## src/rtl/text_buffer_arbiter_if.sv

```systemverilog
// Host write-requester handshake bundle for text_buffer_arbiter.
// Requester i owns bit i of req_valid/req_ready and slice i of req_addr/req_data.
interface text_buffer_arbiter_if #(
  parameter int unsigned NUM_REQ    = 2,
  parameter int unsigned ADDR_WIDTH = 12
);
  logic [NUM_REQ-1:0]            req_valid;
  logic [NUM_REQ-1:0]            req_ready;
  logic [NUM_REQ*ADDR_WIDTH-1:0] req_addr;
  logic [NUM_REQ*16-1:0]         req_data;

  modport master (
    output req_valid,
    output req_addr,
    output req_data,
    input  req_ready
  );

  modport slave (
    input  req_valid,
    input  req_addr,
    input  req_data,
    output req_ready
  );
endinterface

```

## src/rtl/text_buffer_arbiter.sv

```systemverilog
// Text RAM owner: one video prefetch per 8-pixel cell, host writes in the free cycles.
// TEXT_ARB_FIXED_PRIO_EN selects fixed lowest-index priority instead of round-robin.
module text_buffer_arbiter #(
  parameter int unsigned NUM_REQ    = 2,
  parameter int unsigned COLS       = 80,
  parameter int unsigned ROWS       = 30,
  parameter int unsigned ADDR_WIDTH = 12,
  parameter int unsigned H_TOTAL    = 800,
  parameter int unsigned V_TOTAL    = 525
) (
  input  logic                  clk_pixel,
  input  logic                  RESETn,
  input  logic [9:0]            cx,
  input  logic [9:0]            cy,
  text_buffer_arbiter_if.slave  req,
  output logic [ADDR_WIDTH-1:0] ram_addr,
  output logic                  ram_we,
  output logic [15:0]           ram_wdata,
  input  logic [15:0]           ram_rdata,
  output logic [7:0]            character,
  output logic [7:0]            attribute,
  output logic                  drop_flag
);

  localparam int unsigned           PTR_W   = (NUM_REQ > 1) ? $clog2(NUM_REQ) : 1;
  localparam logic [ADDR_WIDTH:0]   CELLS_L = (ADDR_WIDTH+1)'(COLS * ROWS);
  localparam logic [ADDR_WIDTH-1:0] COLS_A  = ADDR_WIDTH'(COLS);
  localparam logic [9:0]            WRAP_X  = 10'(H_TOTAL - 8);
  localparam logic [9:0]            LAST_Y  = 10'(V_TOTAL - 1);
  localparam logic [9:0]            COLS_L  = 10'(COLS);
  localparam logic [9:0]            ROWS_L  = 10'(ROWS);
  localparam logic [15:0]           BLANK   = 16'h0F20;

  logic                  slot;
  logic                  video_rd;
  logic [9:0]            tgt_col;
  logic [9:0]            tgt_row;
  logic [ADDR_WIDTH-1:0] video_addr;

  logic [NUM_REQ-1:0]    grant;
  logic                  grant_any;
  logic [PTR_W-1:0]      grant_idx;
  logic [ADDR_WIDTH-1:0] sel_addr;
  logic [15:0]           sel_data;
  logic                  sel_in_range;

  logic                  vid_cell;
  logic [15:0]           fetch;

  // The slot at the start of a cell prefetches the following cell; the last
  // cell of a line targets column 0 of the next line (next frame at the bottom).
  always_comb begin
    slot = (cx[2:0] == 3'd0);
    if (cx == WRAP_X) begin
      tgt_col = '0;
      tgt_row = (cy == LAST_Y) ? '0 : ((cy + 10'd1) >> 4);
    end else begin
      tgt_col = (cx >> 3) + 10'd1;
      tgt_row = cy >> 4;
    end
    video_rd   = slot && (tgt_col < COLS_L) && (tgt_row < ROWS_L);
    video_addr = ADDR_WIDTH'(tgt_row) * COLS_A + ADDR_WIDTH'(tgt_col);
  end

`ifdef TEXT_ARB_FIXED_PRIO_EN
  always_comb begin
    grant_any = 1'b0;
    grant_idx = '0;
    for (int unsigned i = 0; i < NUM_REQ; i++) begin
      if (!grant_any && req.req_valid[i]) begin
        grant_any = 1'b1;
        grant_idx = PTR_W'(i);
      end
    end
    grant_any = grant_any && !video_rd;
  end
`else
  logic [PTR_W-1:0] ptr;

  always_comb begin
    int unsigned idx;
    grant_any = 1'b0;
    grant_idx = '0;
    for (int unsigned k = 0; k < NUM_REQ; k++) begin
      idx = (32'(ptr) + k) % NUM_REQ;
      if (!grant_any && req.req_valid[idx]) begin
        grant_any = 1'b1;
        grant_idx = PTR_W'(idx);
      end
    end
    grant_any = grant_any && !video_rd;
  end

  always_ff @(posedge clk_pixel or negedge RESETn) begin
    if (!RESETn) begin
      ptr <= '0;
    end else if (grant_any) begin
      ptr <= (32'(grant_idx) == NUM_REQ - 1) ? '0 : grant_idx + 1'b1;
    end
  end
`endif

  always_comb begin
    grant         = grant_any ? (NUM_REQ'(1) << grant_idx) : '0;
    req.req_ready = grant;
    sel_addr      = req.req_addr[grant_idx*ADDR_WIDTH +: ADDR_WIDTH];
    sel_data      = req.req_data[grant_idx*16 +: 16];
    sel_in_range  = ({1'b0, sel_addr} < CELLS_L);
  end

  always_ff @(posedge clk_pixel or negedge RESETn) begin
    if (!RESETn) begin
      ram_addr  <= '0;
      ram_we    <= 1'b0;
      ram_wdata <= '0;
      drop_flag <= 1'b0;
      vid_cell  <= 1'b0;
      fetch     <= BLANK;
      character <= 8'h20;
      attribute <= 8'h0F;
    end else begin
      if (video_rd) begin
        ram_addr <= video_addr;
        ram_we   <= 1'b0;
      end else if (grant_any) begin
        if (sel_in_range) begin
          ram_addr  <= sel_addr;
          ram_wdata <= sel_data;
          ram_we    <= 1'b1;
        end else begin
          ram_we    <= 1'b0;
          drop_flag <= 1'b1;
        end
      end else begin
        ram_we <= 1'b0;
      end

      // Read data for the cx==0 address is on ram_rdata during cx==2.
      if (slot) begin
        vid_cell <= video_rd;
      end
      if (cx[2:0] == 3'd2) begin
        fetch <= vid_cell ? ram_rdata : BLANK;
      end
      if (cx[2:0] == 3'd7) begin
        attribute <= fetch[15:8];
        character <= fetch[7:0];
      end
    end
  end

endmodule

```

## src/flat_wrapper.sv

```systemverilog
// flat-port wrapper written by rule: the top's interface ports become plain ports
module text_buffer_arbiter_flat 
#(
  parameter int unsigned NUM_REQ    = 2,
  parameter int unsigned COLS       = 80,
  parameter int unsigned ROWS       = 30,
  parameter int unsigned ADDR_WIDTH = 12,
  parameter int unsigned H_TOTAL    = 800,
  parameter int unsigned V_TOTAL    = 525
)
  (clk_pixel, RESETn, cx, cy, ram_addr, ram_we, ram_wdata, ram_rdata, character, attribute, drop_flag, req_req_valid, req_req_addr, req_req_data, req_req_ready);
  text_buffer_arbiter_if #(.NUM_REQ(NUM_REQ), .ADDR_WIDTH(ADDR_WIDTH)) req_i ();
  input  logic clk_pixel;
  input  logic RESETn;
  input  logic [9:0] cx;
  input  logic [9:0] cy;
  output logic [ADDR_WIDTH-1:0] ram_addr;
  output logic ram_we;
  output logic [15:0] ram_wdata;
  input  logic [15:0] ram_rdata;
  output logic [7:0] character;
  output logic [7:0] attribute;
  output logic drop_flag;
  input wire logic [$bits(req_i.req_valid)-1:0] req_req_valid;
  input wire logic [$bits(req_i.req_addr)-1:0] req_req_addr;
  input wire logic [$bits(req_i.req_data)-1:0] req_req_data;
  output wire logic [$bits(req_i.req_ready)-1:0] req_req_ready;
  assign req_i.req_valid = req_req_valid;
  assign req_i.req_addr = req_req_addr;
  assign req_i.req_data = req_req_data;
  assign req_req_ready = req_i.req_ready;
  text_buffer_arbiter #(.NUM_REQ(NUM_REQ), .COLS(COLS), .ROWS(ROWS), .ADDR_WIDTH(ADDR_WIDTH), .H_TOTAL(H_TOTAL), .V_TOTAL(V_TOTAL)) u_core (.clk_pixel(clk_pixel), .RESETn(RESETn), .cx(cx), .cy(cy), .req(req_i), .ram_addr(ram_addr), .ram_we(ram_we), .ram_wdata(ram_wdata), .ram_rdata(ram_rdata), .character(character), .attribute(attribute), .drop_flag(drop_flag));
endmodule
```

## config.mk

```make
export PLATFORM = sky130hd
export DESIGN_NAME = text_buffer_arbiter_flat
export DESIGN_NICKNAME = d
export VERILOG_FILES = /design/src/rtl/text_buffer_arbiter_if.sv /design/src/rtl/text_buffer_arbiter.sv /design/src/flat_wrapper.sv
export SDC_FILE = /design/constraint.sdc
export NUM_CORES = 1
export LEC_CHECK = 0
export ABC_AREA = 1
export BUFFER_PORTS_ARGS = -buffer_cell sky130_fd_sc_hd__buf_2
export CAP_MARGIN = 25
export CORE_AREA = 5 5 102 104
export DETAILED_ROUTE_END_ITERATION = 16
export DIE_AREA = 0 0 107 109
export GPL_ROUTABILITY_DRIVEN = 0
export PLACE_DENSITY = 0.75
export SYNTH_ARGS = -nofsm -noshare
export SYNTH_HDL_FRONTEND = slang
export SYNTH_SLANG_ARGS = --single-unit
```

## constraint.sdc

```tcl
create_clock -name clk_pixel -period 2.01 [get_ports clk_pixel]
set_clock_uncertainty 0.15 [all_clocks]
set_input_delay 0.1005 -clock clk_pixel [delete_from_list [all_inputs] [get_ports clk_pixel]]
set_output_delay 0.1005 -clock clk_pixel [all_outputs]
set_load 0.05 [all_outputs]
```

# After elaboration in Yosys (flattened, before gate mapping)
# Index checks and enable logic that the tools add are counted.
# totals
reg_bits	64
word_cells	62
output_inout_bits	48
in_bits	96
# op_classes
bitwise_logic	2
n_addsub	5
n_shift	3
n_lt_le_gt_ge	5
n_eq_ne	4
reduce_logical	12
multipliers	2
n_mux	20
# op_table
op	n
$mux 12	3
$shiftx 32x6->16	1
$shiftx 24x6->12	1
$eq 10x10->1 const B	2
$mux 16	1
$add 12x10->12	1
$lt 12x12->1 const B	1
$mux 1	12
$add 10x1->10 const B	1
$lt 10x5->1 const B	1
$lt 10x7->1 const B	1
$mul 10x3->8 const B	1
$mux 10	1
$add 7x1->8 const B	1
$mux 8	1
$mux 6	1
$reduce_and 3->1	2
$logic_and 1x1->1	4
$lt 1x2->1 const B	2
$reduce_bool 2->1	2
$eq 3x2->1 const B	1
$eq 3x3->1 const B	1
$logic_not 3->1	1
$mul 1x2->3 const B	1
6 further kinds	9

# Depth between registers and ports, before layout
# logic_depth
depth_word	12
depth_mapped	20

# Least setup slack after synthesis
# No wires, ideal clock.
# synth_path
path_kind	input-to-reg
start	input cx[1]
end	register u_core.ram_addr[11]
path_buffers	0
setup_time_ns	0.126
t_required_ns	1.734
setup_slack_ns	-0.632
path_stages	16
arrival_time_ns	2.366
path_cell_list	inv_2 > nand2_1 > nor2_2 > nand3_1 > nor4_1 > xor2_1 > inv_1 > ha_1 > fa_1 > inv_1 > nor2_1 > nand2_1 > nor2_1 > nand3_1 > nand3_1 > nand3_1
# synth_via
elab_chain_cells	9
elab_cells_between_ends	16
# synth_rtl
element	line_no	text
start: declaration	flat_wrapper.sv:15	input logic [9:0] cx;
parallel branches: the longest is 9 deep, another holds $add 12x10->12	-	
end signal: assignment	text_buffer_arbiter.sv:123	ram_addr <= video_addr;
end signal: assignment	text_buffer_arbiter.sv:127	ram_addr <= sel_addr;
end: declaration	text_buffer_arbiter.sv:16	output logic [ADDR_WIDTH-1:0] ram_addr,
# Several ways; the timed one is not identified.
# A chain may end at the register's enable or synchronous reset.

# Worst setup path after layout
# layout_path
start	input cx[7]
end	register u_core.ram_addr[8]
# layout_via
elab_chain_cells	9
elab_cells_between_ends	16
# layout_rtl
element
parallel branches: the longest is 9 deep, another holds $add 12x10->12
# Several ways; the timed one is not identified.

==> results.tsv <==
stage	metric	value	unit
yosys	synth_seq_area_share	39.6	%
run_status	run_status	finished, violations left	
hold_path	worstHoldPathType	in -> reg	
routing	vias_per_cell	5.13	
critical_path	timing_worst_setup_path_type	in -> reg	
finish	filler_cell_count	598	
yosys	muxShareOfSynthArea	3.93	%
timing	setup_repair_after_global_routing_missed_its_margin	yes	
routing	detailroute.via_count	4681	
floorplanning	die_area	11700	sq um
clock_network	cts_htree_levels	3	
yosys	yosys_register_bits	64	
clock_network	clock_sink_count	64	
yosys	synthesis.nets	615	
global_routing	pin_count_of_the_biggest_net_entering_global_routing	65	
global_routing	grtUsageTotal	24.0	%
finish	stdcell_area	7010	sq um
placed_design	placed_cell_area	5560	sq um
routing	route.detailed.drc	0	
timing	period_share	120	%
timing	fmaxAchievable	413	MHz
critical_path	cp_data_arrival_time	2.52	ns
clock_network	deepest_clock_path_buffer_count	2	
yosys	syn-mean-instance-area	8.08	sq um
clock_network	latest_clock_arrival_within_the_worst_skew_pair	0.35	ns
floorplanning	row_count	36	
power	cellLeakagePower	0.00357	uW
placed_design	numPortBuffers	143	
placed_design	place.detailed.hpwl	9.04	mm
floorplanning	die_h	109	microns
finish	mostFrequentLayoutCell	sky130_fd_sc_hd__buf_2	
floorplanning	placeableCoreArea	9460	sq um
finish	post_route_cells_drive_above_1_share	50.0	%
job	drv.max_cap_violation_count	0	
finish	area.growth.synth_to_final	72.2	%
run_status	violations	setup timing	
finish	leading_cell_types_in_the_layout_fill_and_taps_excluded	sky130_fd_sc_hd__buf_2, sky130_fd_sc_hd__nand2_1, sky130_fd_sc_hd__buf_4, sky130_fd_sc_hd__dlygate4sd3_1, sky130_fd_sc_hd__dfrtp_1	
timing	post-route-min-period	2.42	ns
timing	tightest_slew	0.431	ns
global_routing	grt_first_pass_wirelength	22.2	mm
clock_network	cts_made_buffers	9	
timing	setup_viol	4	
power	internal-power	3040	uW
finish	diodes	0	
clock_network	cts_tree	done	
yosys	post_synthesis_cell_type_count	35	
floorplanning	floorplan.die.width	107	microns
clock_network	cts-root-buf	sky130_fd_sc_hd__clkbuf_8	
floorplanning	top_level_ports	144	
floorplanning	floorplan.initialDensity	43.1	%
global_routing	antenna_violations_before_repair	0	
yosys	netlist_area	4070	sq um
timing	slew_headroom	71.2	%
yosys	post_synthesis_compound_gate_area_fraction	11.1	%
finish	fin_cells	912	
finish	fin_nets	904	
finish	sequential_cell_area	1610	sq um
routing	detail_route.first_pass.iterations	5	
power	switchingPower	2220	uW
placed_design	dp.cells	815	
finish	multiInputGateArea	2560	sq um
timing	hold_violations	0	
critical_path	setup.worst_path.end_class	flip-flop	
power	power.density_cell_area	749	nW/um^2
clock_network	clkTransAtPathRegs	0.07	ns
routing	wl_final	14.9	mm
global_routing	number_of_global_route_vias_before_repair	4696	
routing	drt-initial-drc-count	339	
critical_path	cp_data_required_time	2.11	ns
power	share_seq_of_total_power	33.3	%
yosys	synth_top_family_by_area	simple AND/OR/NAND/NOR gates	
yosys	synth_xor_xnor_area_share	2.15	%
yosys	synth_cells	504	
routing	antenna_violating_nets_post_route	0	
critical_path	path_max_fanout	3	
critical_path	critPathLaunchType	input port	
power	power.switching_fraction	42.2	%
yosys	ys_warn_count	0	
timing	finalMaxSlewViolations	0	
yosys	yosys.area_share.adder	4.98	%
timing	worst_slack	-0.410	ns
routing	detail_route.wl_per_cell	16.3	microns
global_routing	grt-ovfl-total	0	
power	power_frac_clock	21.1	%
yosys	simple_logic_cell_fraction_of_the_synthesized_area	29.1	%
power	worst_ir_drop_vdd	0.384	mV
power	comb_power_share	45.6	%
routing by layer:
layer	vias up	global-route usage, %	routed length (microns)
li1	2199	-	-
met1	2232	27.2	5710
met2	203	42.9	7660
met3	47	4.80	912
met4	0	12.1	594
met5	-	0	0
worst max-delay path, stage by stage:
cell	delay (ns)
sky130_fd_sc_hd__buf_8	0.10
sky130_fd_sc_hd__inv_4	0.05
sky130_fd_sc_hd__nand2_4	0.06
sky130_fd_sc_hd__nor2_4	0.14
sky130_fd_sc_hd__nand3_2	0.11
sky130_fd_sc_hd__nor4_4	0.17
sky130_fd_sc_hd__xor2_1	0.18
sky130_fd_sc_hd__inv_1	0.10
sky130_fd_sc_hd__ha_4	0.24
sky130_fd_sc_hd__fa_2	0.60
sky130_fd_sc_hd__inv_2	0.06
sky130_fd_sc_hd__buf_4	0.13
sky130_fd_sc_hd__buf_6	0.10
sky130_fd_sc_hd__xor2_1	0.17
sky130_fd_sc_hd__nand2_1	0.08
sky130_fd_sc_hd__nand2_1	0.07
sky130_fd_sc_hd__nand2_1	0.05
cell usage after synthesis, drive strengths merged:
cell type  instances  area share [%]
nand3             54             7.1
o21ai             65             9.6
mux2i             16             3.9
clkbuf             9            0.83
nand4              9             1.4
xnor2              3            0.65
xor2               7             1.5
nor4               1            0.15
a21oi              9             1.1
dfrtp             54              33
fa                 2            0.98
nor2              25             3.3
nor3               2            0.25
dfstp             10             6.5
nand2            146              17
a21bo              1            0.25
buf               10             2.3
ha                13             4.0
and2               1            0.15
or2                1            0.15
o21bai             1            0.18
inv               65             6.0
worst paths after layout:
check                      slack [ns]            endpoint  cells past startpoint              from
setup / recovery                -0.41  u_core.ram_addr[8]                     17             cx[7]
hold / removal                   0.01  u_core.ram_addr[2]                      5  req_req_addr[14]
setup reg to reg                 0.02  u_core.ram_addr[8]                     16        u_core.ptr
hold reg to reg                  0.33    u_core.drop_flag                      1  u_core.drop_flag
max in group asynchronous        1.22    u_core.fetch[10]                      3            RESETn
min in group asynchronous        0.15     u_core.fetch[7]                      3            RESETn
kinds of logic after synthesis:
kind of cell | after synthesis
AOI/OAI and AO/OA | 76
adders and majority gates | 15
buffers and inverters | 84
DFF | 64
muxes | 16
and+or+nand+nor | 239
xor gates and xnor gates | 10
layout make-up:
type	count	share of cell area [%]
inverters	65	3.91
repair buffers	297	31.8
flip-flops and latches	64	23.0
well taps	114	2.03
clock inverters	3	0.607
multi-input cells	356	36.5
clock buffers	13	2.12
power groups by stage:
stage | combinational, uW | sequential (uW) | clock [uW]
global placement | 1980 | 1740 | 0
global route | 2540 | 1770 | 1170
finish | 2400 | 1750 | 1110
floorplan | 705 | 2430 | 0
detailed placement | 2030 | 1760 | 0
CTS | 2200 | 1730 | 1120
metrics by stage:
step                      TNS [ns]  total power, uW  util, %  setup WS (ns)  hold WS [ns]
final                        -1.39             5250     74.1         -0.410        0.0147
after global routing         -3.20             5480     74.1         -0.512        0.0406
after CTS                   -0.912             5050     69.5         -0.282       0.00466
after detailed placement     -8.31             3780     58.8         -0.795       -0.0115
after global placement       -6.59             3720     58.8         -0.714       -0.0191
after floorplan              -1.57             3140        -         -0.473        -0.345
repair_timing:
| item | CTS | global route |
|---|---|---|
| resized for setup | 50 | 70 |
| endpoints found under the hold margin | 101 | 0 |
| setup endpoints to repair | 26 | 31 |
| setup buffers | 8 | 18 |
| hold buffers | 58 | 0 |
| cloned | 0 | 2 |
| pin swaps | 35 | 35 |
flip-flops by register name (all words and copies together), names as in the netlist:
signal	cells
u_core.ram_wdata	16
u_core.ptr	1
u_core.character	8
u_core.ram_we	1
u_core.ram_addr	12
u_core.vid_cell	1
u_core.drop_flag	1
u_core.fetch	16
u_core.attribute	8
Note: power is estimated with default switching activity, not from simulation.
